===== src/rtl/alu_mult_seq_pkg.sv =====
// Shared constants and state encoding for the sequential shift-add multiplier.
package alu_mult_seq_pkg;

  localparam int         WIDTH      = 16;
  localparam int         ITER_DEF   = 16;
  localparam logic [3:0] ALU_OP_ADD = 4'b0100;

  typedef enum logic [2:0] {
    ST_IDLE = 3'd0,
    ST_NEGA = 3'd1,
    ST_NEGB = 3'd2,
    ST_MUL  = 3'd3,
    ST_FIXL = 3'd4,
    ST_FIXH = 3'd5,
    ST_DONE = 3'd6
  } state_t;

endpackage


===== src/rtl/alu_mult_ctl_fsm.sv =====
// Multiplier sequencer control: state, iteration counter, next-state. No added latency;
// any ALU-using state holds while the grant is low, kill forces IDLE on the next edge.
module alu_mult_ctl_fsm
  import alu_mult_seq_pkg::*;
#(
  parameter int ITER  = ITER_DEF,
  parameter int CNT_W = $clog2(ITER)
) (
  input  logic             clk,
  input  logic             rst_n,
  input  logic             req_valid,
  input  logic             req_signed,
  input  logic             a_msb,
  input  logic             b_msb,
  input  logic             neg_b,
  input  logic             neg,
  input  logic             lo_lsb,
  input  logic             alu_gnt,
  input  logic             kill,
  output state_t           state,
  output logic [CNT_W-1:0] cnt,
  output logic             accept,
  output logic             advance,
  output logic             alu_need
);

  localparam logic [CNT_W-1:0] CNT_LAST = CNT_W'(ITER - 1);

  state_t           state_nxt;
  logic [CNT_W-1:0] cnt_nxt;

  always_ff @(posedge clk or negedge rst_n) begin
    if (!rst_n) begin
      state <= ST_IDLE;
      cnt   <= '0;
    end else begin
      state <= state_nxt;
      cnt   <= cnt_nxt;
    end
  end

  always_comb begin
    alu_need  = 1'b0;
    state_nxt = state;
    cnt_nxt   = cnt;
    accept    = (state == ST_IDLE) && req_valid && !kill;

    case (state)
      ST_NEGA, ST_NEGB, ST_FIXL, ST_FIXH: alu_need = 1'b1;
      ST_MUL:                             alu_need = lo_lsb;
      default:                            alu_need = 1'b0;
    endcase

    // A state without an ALU need always advances; otherwise it waits for the grant.
    advance = !alu_need || alu_gnt;

    case (state)
      ST_IDLE: begin
        cnt_nxt = '0;
        if (accept) begin
          if (req_signed && a_msb)      state_nxt = ST_NEGA;
          else if (req_signed && b_msb) state_nxt = ST_NEGB;
          else                          state_nxt = ST_MUL;
        end
      end
      ST_NEGA: if (advance) state_nxt = neg_b ? ST_NEGB : ST_MUL;
      ST_NEGB: if (advance) state_nxt = ST_MUL;
      ST_MUL: begin
        if (advance) begin
          cnt_nxt = cnt + CNT_W'(1);
          if (cnt == CNT_LAST) state_nxt = neg ? ST_FIXL : ST_DONE;
        end
      end
      ST_FIXL: if (advance) state_nxt = ST_FIXH;
      ST_FIXH: if (advance) state_nxt = ST_DONE;
      ST_DONE: state_nxt = ST_IDLE;
      default: state_nxt = ST_IDLE;
    endcase

    if (kill) begin
      state_nxt = ST_IDLE;
      cnt_nxt   = '0;
    end
  end

endmodule


===== src/rtl/alu_mult_seq.sv =====
// 16x16->32 shift-add multiplier on a shared ALU; done 17 cycles after accept (unsigned, no stalls).
// Accepts one request at a time (req_ready only in IDLE); stalls with stable ALU operands while alu_gnt=0.
module alu_mult_seq
  import alu_mult_seq_pkg::*;
#(
  parameter logic [3:0] ADD_OP = ALU_OP_ADD,
  parameter int         ITER   = ITER_DEF
) (
  input  logic               clk,
  input  logic               rst_n,
  input  logic               req_valid,
  output logic               req_ready,
  input  logic [WIDTH-1:0]   req_a,
  input  logic [WIDTH-1:0]   req_b,
  input  logic               req_signed,
  input  logic               kill,
  output logic               done,
  output logic [2*WIDTH-1:0] product,
  output logic               alu_req,
  input  logic               alu_gnt,
  output logic [WIDTH-1:0]   alu_a,
  output logic [WIDTH-1:0]   alu_b,
  output logic               alu_cin,
  output logic               alu_inv_a,
  output logic [3:0]         alu_op,
  input  logic [WIDTH-1:0]   alu_out,
  input  logic               alu_cout
);

  localparam int CNT_W = $clog2(ITER);

  state_t             state;
  logic [CNT_W-1:0]   cnt;
  logic               accept;
  logic               advance;
  logic               alu_need;

  logic [WIDTH-1:0]   mcand;
  logic [WIDTH-1:0]   hi;
  logic [WIDTH-1:0]   lo;
  logic               neg;
  logic               neg_b;
  logic               fix_c;
  logic [2*WIDTH-1:0] prod_q;

  alu_mult_ctl_fsm #(
    .ITER  (ITER),
    .CNT_W (CNT_W)
  ) u_ctl (
    .clk        (clk),
    .rst_n      (rst_n),
    .req_valid  (req_valid),
    .req_signed (req_signed),
    .a_msb      (req_a[WIDTH-1]),
    .b_msb      (req_b[WIDTH-1]),
    .neg_b      (neg_b),
    .neg        (neg),
    .lo_lsb     (lo[0]),
    .alu_gnt    (alu_gnt),
    .kill       (kill),
    .state      (state),
    .cnt        (cnt),
    .accept     (accept),
    .advance    (advance),
    .alu_need   (alu_need)
  );

  assign req_ready = (state == ST_IDLE) && !kill;
  assign done      = (state == ST_DONE) && !kill;
  // Expose the fresh result in the done cycle; prod_q holds it afterwards.
  assign product   = done ? {hi, lo} : prod_q;
  assign alu_req   = alu_need;
  assign alu_op    = ADD_OP;

  always_comb begin
    alu_a     = '0;
    alu_b     = '0;
    alu_cin   = 1'b0;
    alu_inv_a = 1'b0;
    case (state)
      ST_NEGA: begin alu_a = mcand; alu_inv_a = 1'b1; alu_cin = 1'b1; end
      ST_NEGB: begin alu_a = lo;    alu_inv_a = 1'b1; alu_cin = 1'b1; end
      ST_MUL: begin
        if (lo[0]) begin
          alu_a = hi;
          alu_b = mcand;
        end
      end
      ST_FIXL: begin alu_a = lo; alu_inv_a = 1'b1; alu_cin = 1'b1;  end
      ST_FIXH: begin alu_a = hi; alu_inv_a = 1'b1; alu_cin = fix_c; end
      default: ;
    endcase
  end

  always_ff @(posedge clk or negedge rst_n) begin
    if (!rst_n) begin
      mcand  <= '0;
      hi     <= '0;
      lo     <= '0;
      neg    <= 1'b0;
      neg_b  <= 1'b0;
      fix_c  <= 1'b0;
      prod_q <= '0;
    end else if (accept) begin
      mcand <= req_a;
      lo    <= req_b;
      hi    <= '0;
      neg   <= req_signed && (req_a[WIDTH-1] ^ req_b[WIDTH-1]);
      neg_b <= req_signed && req_b[WIDTH-1];
    end else if (!kill && advance) begin
      case (state)
        ST_NEGA: mcand <= alu_out;
        ST_NEGB: lo    <= alu_out;
        ST_MUL: begin
          if (lo[0]) {hi, lo} <= {alu_cout, alu_out, lo[WIDTH-1:1]};
          else       {hi, lo} <= {1'b0, hi, lo[WIDTH-1:1]};
        end
        ST_FIXL: begin
          lo    <= alu_out;
          fix_c <= alu_cout;
        end
        ST_FIXH: hi     <= alu_out;
        ST_DONE: prod_q <= {hi, lo};
        default: ;
      endcase
    end
  end

endmodule


===== config.mk =====
export PLATFORM = sky130hd
export DESIGN_NAME = alu_mult_seq
export DESIGN_NICKNAME = d
export VERILOG_FILES = /design/src/rtl/alu_mult_seq_pkg.sv /design/src/rtl/alu_mult_ctl_fsm.sv /design/src/rtl/alu_mult_seq.sv
export SDC_FILE = /design/constraint.sdc
export NUM_CORES = 1
export LEC_CHECK = 0
export ABC_AREA = 0
export ABC_CLOCK_PERIOD_IN_PS = 2500
export CAP_MARGIN = 20
export CORE_MARGIN = 1.5
export CORE_UTILIZATION = 46
export CTS_BUF_LIST = sky130_fd_sc_hd__clkbuf_16
export CTS_CLUSTER_DIAMETER = 60
export DETAILED_ROUTE_END_ITERATION = 7
export GPL_TIMING_DRIVEN = 1
export PLACE_DENSITY = 0.84
export SLEW_MARGIN = 30
export SYNTH_ARGS = -nofsm -noshare
export SYNTH_HDL_FRONTEND = slang
export SYNTH_HIERARCHICAL = 1
export SYNTH_SLANG_ARGS = --single-unit

===== constraint.sdc =====
create_clock -name clk -period 2.5 [get_ports clk]
set_clock_uncertainty 0.05 [all_clocks]
set_input_delay 0.25 -clock clk [delete_from_list [all_inputs] [get_ports clk]]
set_output_delay 0.25 -clock clk [all_outputs]
set_load 0.02 [all_outputs]

==> impl_results.md <==
- Fill cells: 870
- Fmax: about 0.4 GHz
- Slew headroom: 63.6%
- Clock Power Share: 17.2%
- FF+latch area: roughly 2300 um2
- Synth-to-Final Area Change: 36.4%
- Root Buffer: clkbuf_16
- Design area: 7410 um2
- Yosys warns: 6
- Die area: 12500 um2
- Number of flops mapped to enable cells by yosys: 0
- # H-tree levels: 3
- Power Dens Cells: around 1200 nW/um2
- Final slew viol count: 0
- Initial core utilization: 47.4%
- Vias in the first global route: 4684
- Setup tns final: -0.547 ns
- # IOs: 128
- Fin util: 64.6%
- Fin crit share: 101%
- Int Pwr: ~0.0049 W
- First-pass GRT wire length: between 20000 and 30000 um
- 1st-iter DRT viols: approximately 730
- Nets: a little over 700
- TritonRoute pass-1 iters: 7
- CTS Sinks: 90
- Mean cell area of the mapped netlist: about 11 um2
- Die Width: 112 um
- Top FF cell, synth: dfrtp_1
- Worst setup SP type: register
- Synth async-reset ratio: 100%
- DR DRC count: 0
- Comb pwr share: between 50% and 60%
- CTS max path bufs: 2
- Sw frac: around 43%
- Leakage: 3.66 nW
- Clk_lat worst skew: between 0.3 and 0.4 ns
- GPL Wtd Cong: slightly below 1
- Distinct cells, synth: 64
- Core area: between 10000 and 15000 um2
- Die Height: 112 um
- Detailed-route via count: 5023
- Worst Hold Class: input pin to asynchronous set/reset pin
- CP Max Fanout: 8
- Area of the mapped netlist: 5440 um2
- Critical-path cell list: buf_4 -> buf_4 -> nor2b_1 -> a21oi_2 -> inv_2 -> nand2b_4 -> nand2b_4 -> nor4_4 -> buf_6 -> buf_6 -> mux2_2
- Total track usage: 25.7%
- CP required: 2.68 ns
- Most common library cell in the layout ignoring fill and taps: dfrtp_1
- CTS tree: done
- Synth Register Bits: 90
- Final Hold Violating Endpoints: 0
- Sw Pwr: 0.00373 W
- CTS Buf Count: 9
- Clock-pin slew on the worst setup and hold paths: 0.07 ns
- Measured slew at the worst slew-check pin: 0.546 ns
- Failing checks: negative setup slack
- Cells after Synth: between 500 and 600
- Detailed Route WL: 17500 um
- Largest net degree at the start of global routing: 52
- CP Capture Type: register
- WP data arrival: between 2 and 3 ns
- Ant diodes: 0
- Crit path kind: register to register
- Post-synthesis sequential area ratio: 41.4%
- Antenna Violating Nets Remaining: 0
- Most frequent cells in the layout: dfrtp_1 (87), clkdlybuf4s50_1 (62), mux2_2 (59)
- Placement row count: 39
- Min cycle time layout: ~2.5 ns
- Routed wire per std cell: 21.9 um
- Final setup margin: -0.0328 ns
- Part of the power in registers: 30.5%
- VDD IR max: roughly 0.52 mV
- PortBufs: 123
- DR vias/cell: 6.26
- Total grt overflow: 0
- Crit-path max cell delay: 0.44 ns
- Status: finished, violations left
- Ratio of cells with drive above 1 in the final layout: 27.3%
- Multi-input logic area: 2780 um2
- Final setup fails: 27
- HPWL Detailed: 11400 um
- Initial antenna violation count: 0
- Placed Area: 6920 um2
- Slowest library cell on the worst path: dfrtp_2
- Pre-CTS setup slack: 0.0580 ns
- Max-cap violations: 0
-- power groups by stage --
stage | Clock, W | Combinational, W | Sequential (W)
after CTS | 0.00150 | 0.00432 | 0.00260
after global routing | 0.00155 | 0.00479 | 0.00268
after floorplan | 0 | 0.00297 | 0.00237
after global placement | 0 | 0.00430 | 0.00260
after detailed placement | 0 | 0.00444 | 0.00263
final | 0.00149 | 0.00451 | 0.00263
-- final timing paths --
check,slack (ns),to,startpoint,cells past startpoint
setup / recovery,-0.03,prod_q[3]$_DFFE_PN0P_,u_ctl/state[1]$_DFFE_PN0P_,11
hold / removal,0.38,u_ctl/cnt[0]$_DFFE_PN0P_,rst_n,2
setup reg to reg,-0.03,prod_q[3]$_DFFE_PN0P_,u_ctl/state[1]$_DFFE_PN0P_,11
hold reg to reg,0.44,prod_q[25]$_DFFE_PN0P_,prod_q[25]$_DFFE_PN0P_,1
max in group asynchronous,1.35,mcand[11]$_DFFE_PN0P_,rst_n,3
min in group clk,0.44,prod_q[25]$_DFFE_PN0P_,prod_q[25]$_DFFE_PN0P_,1
-- state kept, by name, summed over array words and instances, names as in the netlist --
signal,cells
hi,16
mcand,16
neg_b,1
fix_c,1
lo,16
u_ctl/state,3
prod_q,32
neg,1
u_ctl/cnt,4
-- logic make-up (layout without fill, tap and decap cells) --
group	Yosys count	after routing	share of synthesized area [%]
AO/OA/AOI/OAI	135	135	19.9
XOR/XNOR	3	3	0.484
adder cells (fa/ha/maj)	1	1	0.230
buffers and inverters	82	231	8.03
flip-flops	90	90	41.4
multiplexers	97	97	19.4
other	2	4	0.138
AND/OR/NAND/NOR	98	98	10.4
-- cells in the mapped netlist, types with 3 or more instances --
cell      count  area share, %
dfrtp_1      90             41
o22ai_1      22            2.5
mux2i_1      32            5.9
buf_2        11            1.0
o31ai_2      14            3.2
inv_1        37            2.6
o31ai_1       4           0.55
xnor2_1       3           0.48
mux2_1        6            1.2
o21ai_0      20            1.8
nand2_1      35            2.4
a21oi_1      14            1.3
nor2b_1       4           0.46
clkbuf_1     12           0.83
nor3_1        8           0.74
nor2_1        8           0.55
mux2_2       59             12
and2_1       13            1.5
nand3_1       7           0.64
o211ai_1      4           0.55
buf_4         9            1.2
a222oi_1     25            4.6
a21oi_2      11            1.8
buf_6         9            1.9
a31oi_1       3           0.35
-- per-stage QoR --
stage | hold slack (ns) | power (W) | cells
floorplan | -0.0956 | 0.00533 | 510
global placement | 0.219 | 0.00690 | 767
detailed placement | 0.215 | 0.00707 | 767
CTS | 0.396 | 0.00842 | 793
global route | 0.438 | 0.00903 | 802
finish | 0.381 | 0.00863 | 802
-- final cells by class --
class                           count  area share, %
Timing Repair Buffer              176           23.2
Multi-Input combinational cell    338           37.5
Clock buffer                        9           3.04
Tap cell                          143           2.41
Inverter                           39           2.01
Sequential cell                    90           30.4
Clock inverter                      7           1.33
-- timing repair --
item | CTS | global route
gates resized for setup | 63 | 26
cloned | 1 | 3
setup buffers | 8 | 6
endpoints found under the hold margin | 39 | 0
setup endpoints to repair | 60 | 67
pin swaps | 2 | 13
hold buffers | 1 | 0
-- layer usage --
layer,up-vias,routed length (um),GRT usage (%)
li1,2177,-,-
met1,2443,6900,35.0
met2,336,8140,40.7
met3,67,1840,4.52
met4,0,664,10.9
met5,-,0,0
-- critical path, delay by kind of cell, from the launching register on --
kind	cells	cell delay [ns]
AND/OR/NAND/NOR	4	0.63
AO/OA/AOI/OAI	1	0.19
buffers and inverters	5	0.76
flip-flops	1	0.44
multiplexers	1	0.35
Note: power is estimated with default switching activity, not from simulation.
==> edit 1 (same settings) <==
Encoding of `state_t`: now one-hot (7 bits for 7 states).
--- a/src/rtl/alu_mult_seq_pkg.sv
+++ b/src/rtl/alu_mult_seq_pkg.sv
@@ -6,12 +6,12 @@
   localparam logic [3:0] ALU_OP_ADD = 4'b0100;
 
-  typedef enum logic [2:0] {
-    ST_IDLE = 3'd0,
-    ST_NEGA = 3'd1,
-    ST_NEGB = 3'd2,
-    ST_MUL  = 3'd3,
-    ST_FIXL = 3'd4,
-    ST_FIXH = 3'd5,
-    ST_DONE = 3'd6
+  typedef enum logic [6:0] {
+    ST_IDLE = 7'b0000001,
+    ST_NEGA = 7'b0000010,
+    ST_NEGB = 7'b0000100,
+    ST_MUL  = 7'b0001000,
+    ST_FIXL = 7'b0010000,
+    ST_FIXH = 7'b0100000,
+    ST_DONE = 7'b1000000
   } state_t;
 
Check against the original RTL: same outputs for any inputs over 4 cycles, from zero or initial values and one cycle with rst_n low; so few cycles prove little.
==> edit 1 against the original RTL <==
- the run still ends with negative setup slack left
- wire length grew 35%
- critical path depth is 2 lower
- setup slack worse by 0.17 ns
- cell area is 21% higher
- sequential power decreased by 13%
- power decreased by 26%
- sequential cell count grew 4
- worst hold slack better by 0.050 ns
- area after synthesis rose by 7.4%
- critical path type is now reg -> out
- largest power group unchanged
==> edit 1: results <==
[placement]
gp_congestion = 0.926
place_inst = 861
place_hpwl_um = 13000
pre_cts_ws_ns = -0.169
place_area_mm2 = 0.00767

[pwr]
ir_drop_uv = 446
intPower_uw = 4010
p_clk_frac = 0.223
powerClk_uw = 1420
pg_seq_uw = 2300
p_leak_uw = 0.00434

[yosys]
synth_mux_area_frac = 0.213
synth.distinct_cells = 69
seq_area_frac_synth = 0.403
synth-xor-area-share = 0.00879
synth.top_cell.area_share = 0.399
avgSynthCellArea_um2 = 10.8
synth_fa_ha_area_frac = 0.00214
ys_top_cells_by_count = "dfrtp_1 (93), mux2_2 (75), nand2_1 (40)"
synth_area_leaders = "dfrtp_1 (40%), mux2_2 (14%), mux2_1 (4.1%), a222oi_1 (2.7%), mux2i_1 (2.7%)"
synth-compound-area-share = 0.162

[timing]
setup_slack_ns = -0.204
tightest_slew_ns = 0.699
fin_setup_tns_ns = -13.74
setup_viol = 127
holdWs_ns = 0.432

[finish]
sh_seq_area = 0.262
clkbuf_count = 9
final-clk-cell-share = 0.0324
stdcell_count = 922
buffers = 241
multi_input_cells = 380
num-nonclk-inverters = 23
seq_area_mm2 = 0.00236
multi_input_area_share = 0.396
nonClkBufAreaFrac = 0.277
flops_and_latches = 94
drive_gt1_frac = 0.447
n_fill_cell = 732
final_nets = 805

[route]
drt-initial-drc-count = 1001
vias_per_cell = 6.62
routed_wl_um = 23700

[setup_path]
cp.arrival_ns = 2.40
slowest_stage = "or4_4"
timing.rr.end = "lo[12]$_DFFE_PN0P_"
regToRegStartpoint = "u_ctl/state[0]$_DFFE_PN1P_"
critPathMaxStageDelay_ns = 0.53
crit_family = "simple AND/OR/NAND/NOR gates"

[global_routing]
grtUsageTotal = 0.319
grt_max_degree = 52
grt_pass1_vias = 5804
grt_first_pass_wirelength_um = 32100

[clocking]
postCtsSetupBuffers = 19
clk_latency_ns = 0.36

[status]
outcome = "finished, violations left"
violations = "negative setup slack"

[floorplan]
die_area_mm2 = 0.0134

[min_path]
hold_path_class = "in -> async"
[edit 1: how the worst max path moves through the flow]
stage	from	end	slack, ns	cells after the start
2_1_floorplan	u_ctl/state[2]$_DFFE_PN0P_	mcand[10]$_DFFE_PN0P_	-0.006	10
3_3_place_gp	u_ctl/state[5]$_DFFE_PN0P_	product[24]	-0.08	7
3_5_place_dp	u_ctl/state[4]$_DFFE_PN0P_	lo[12]$_DFFE_PN0P_	-0.17	8
4_1_cts	u_ctl/state[2]$_DFFE_PN0P_	product[2]	-0.13	8
5_1_grt	u_ctl/state[0]$_DFFE_PN1P_	alu_a[2]	-0.23	9
6_report	u_ctl/state[0]$_DFFE_PN1P_	alu_a[2]	-0.20	9
[edit 1: layer usage]
layer | wire [um] | global-route usage
met3 | 2590 | 0.0643
met2 | 11000 | 0.508
met5 | 0 | 0
met1 | 8600 | 0.418
met4 | 1500 | 0.159
==> edit 2 (same flow settings) <==
Without the edit above. The package constant `WIDTH` goes from 16 to 12.
--- a/src/rtl/alu_mult_seq_pkg.sv
+++ b/src/rtl/alu_mult_seq_pkg.sv
@@ -2,5 +2,5 @@
 package alu_mult_seq_pkg;
 
-  localparam int         WIDTH      = 16;
+  localparam int         WIDTH      = 12;
   localparam int         ITER_DEF   = 16;
   localparam logic [3:0] ALU_OP_ADD = 4'b0100;
Interface: changed (6 resized); port bits go from 128 to 100. No check against the original RTL was run, so the function may have changed too.
==> edit 2 against the original RTL <==
- the flow finishes with violations (design-rule violations)
- cell area down 22%
- sequential cell count down 20
- fmax up 2.9%
- setup slack better by 0.070 ns
- area after synthesis down 22%
- die area down 21%
- wire length down 28%
- sequential power down 23%
- power down 24%
- critical endpoint is now alu_a[0]
- largest power group unchanged
==> edit 2: results <==
[route]
routed-wl-met3_um = 952
wl_met2_um = 6200
drt-met1-wl_um = 5180
num_vias = 3863
drt-initial-drc-count = 304
drc_errors = 4
drt-pass1-iter-count = 8

[finish]
num-nonclk-inverters = 19
nonClkBufAreaFrac = 0.217
multiInputGateArea_mm2 = 0.00222
design_area_mm2 = 0.00578
final_nets = 566
largest_reg_flops = 24
flops_and_latches = 70
stdcell_count = 635
drive_gt1_frac = 0.213
final-clk-cell-share = 0.0587
sh_seq_area = 0.304

[yosys]
ys_top_cells_by_count = "dfrtp_1 (70), mux2_2 (45), nand2_1 (40)"
synth_fa_ha_area_frac = 0.00295
synth-compound-area-share = 0.169
avgSynthCellArea_um2 = 10.2
synth-xor-area-share = 0.00620
seq_area_frac_synth = 0.413
synth.distinct_cells = 59

[setup_path]
reg2reg_slack_ns = 0.09
timing.rr.end = "lo[1]$_DFFE_PN0P_"
cp.arrival_ns = 2.16
regToRegStartpoint = "lo[0]$_DFFE_PN0P_"
path_max_fanout = 17
critPathMaxStageDelay_ns = 0.64
r2r_cells = 9

[clocking]
ctsResizeCount = 24
postCtsSetupBuffers = 0

[global_routing]
grt_pass1_vias = 3774
grt_first_pass_wirelength_um = 19600
grtUsageTotal = 0.259
grt_max_degree = 45

[timing]
holdWs_ns = 0.416
relSlewSlack = 0.457

[status]
violations = "design-rule violations"
outcome = "finished, violations left"

[placement]
gp_congestion = 0.925
port_buffers = 95
pre_cts_ws_ns = 0.0844
place_hpwl_um = 8910

[pwr]
ir_drop_uv = 531
p_leak_uw = 0.00308

[floorplan]
core_area_mm2 = 0.00881
[edit 2: worst max-delay path by stage]
stage	start	end	slack [ns]	cells past startpoint
global route	u_ctl/state[0]$_DFFE_PN0P_	product[16]	0.008	5
detailed placement	kill	product[16]	0.08	5
CTS	u_ctl/state[0]$_DFFE_PN0P_	product[17]	-0.14	5
global placement	kill	product[0]	0.14	5
floorplan	u_ctl/state[2]$_DFFE_PN0P_	lo[0]$_DFFE_PN0P_	0.01	9
finish	lo[0]$_DFFE_PN0P_	alu_a[0]	0.04	5
[edit 2: routing by layer]
| metal | vias up | global-route usage |
|---|---|---|
| met5 | - | 0 |
| met4 | 0 | 0.100 |
| met3 | 38 | 0.0638 |
| met2 | 211 | 0.412 |
| met1 | 1876 | 0.341 |
| li1 | 1738 | - |
[edit 2: power by group through the flow]
stage	Combinational (uW)	Sequential (uW)	Clock [uW]
after floorplan	2020	1830	0
after global placement	3020	1980	0
after detailed placement	3100	2020	0
after CTS	3040	2010	1480
after global routing	3300	2080	1530
final	3090	2030	1470
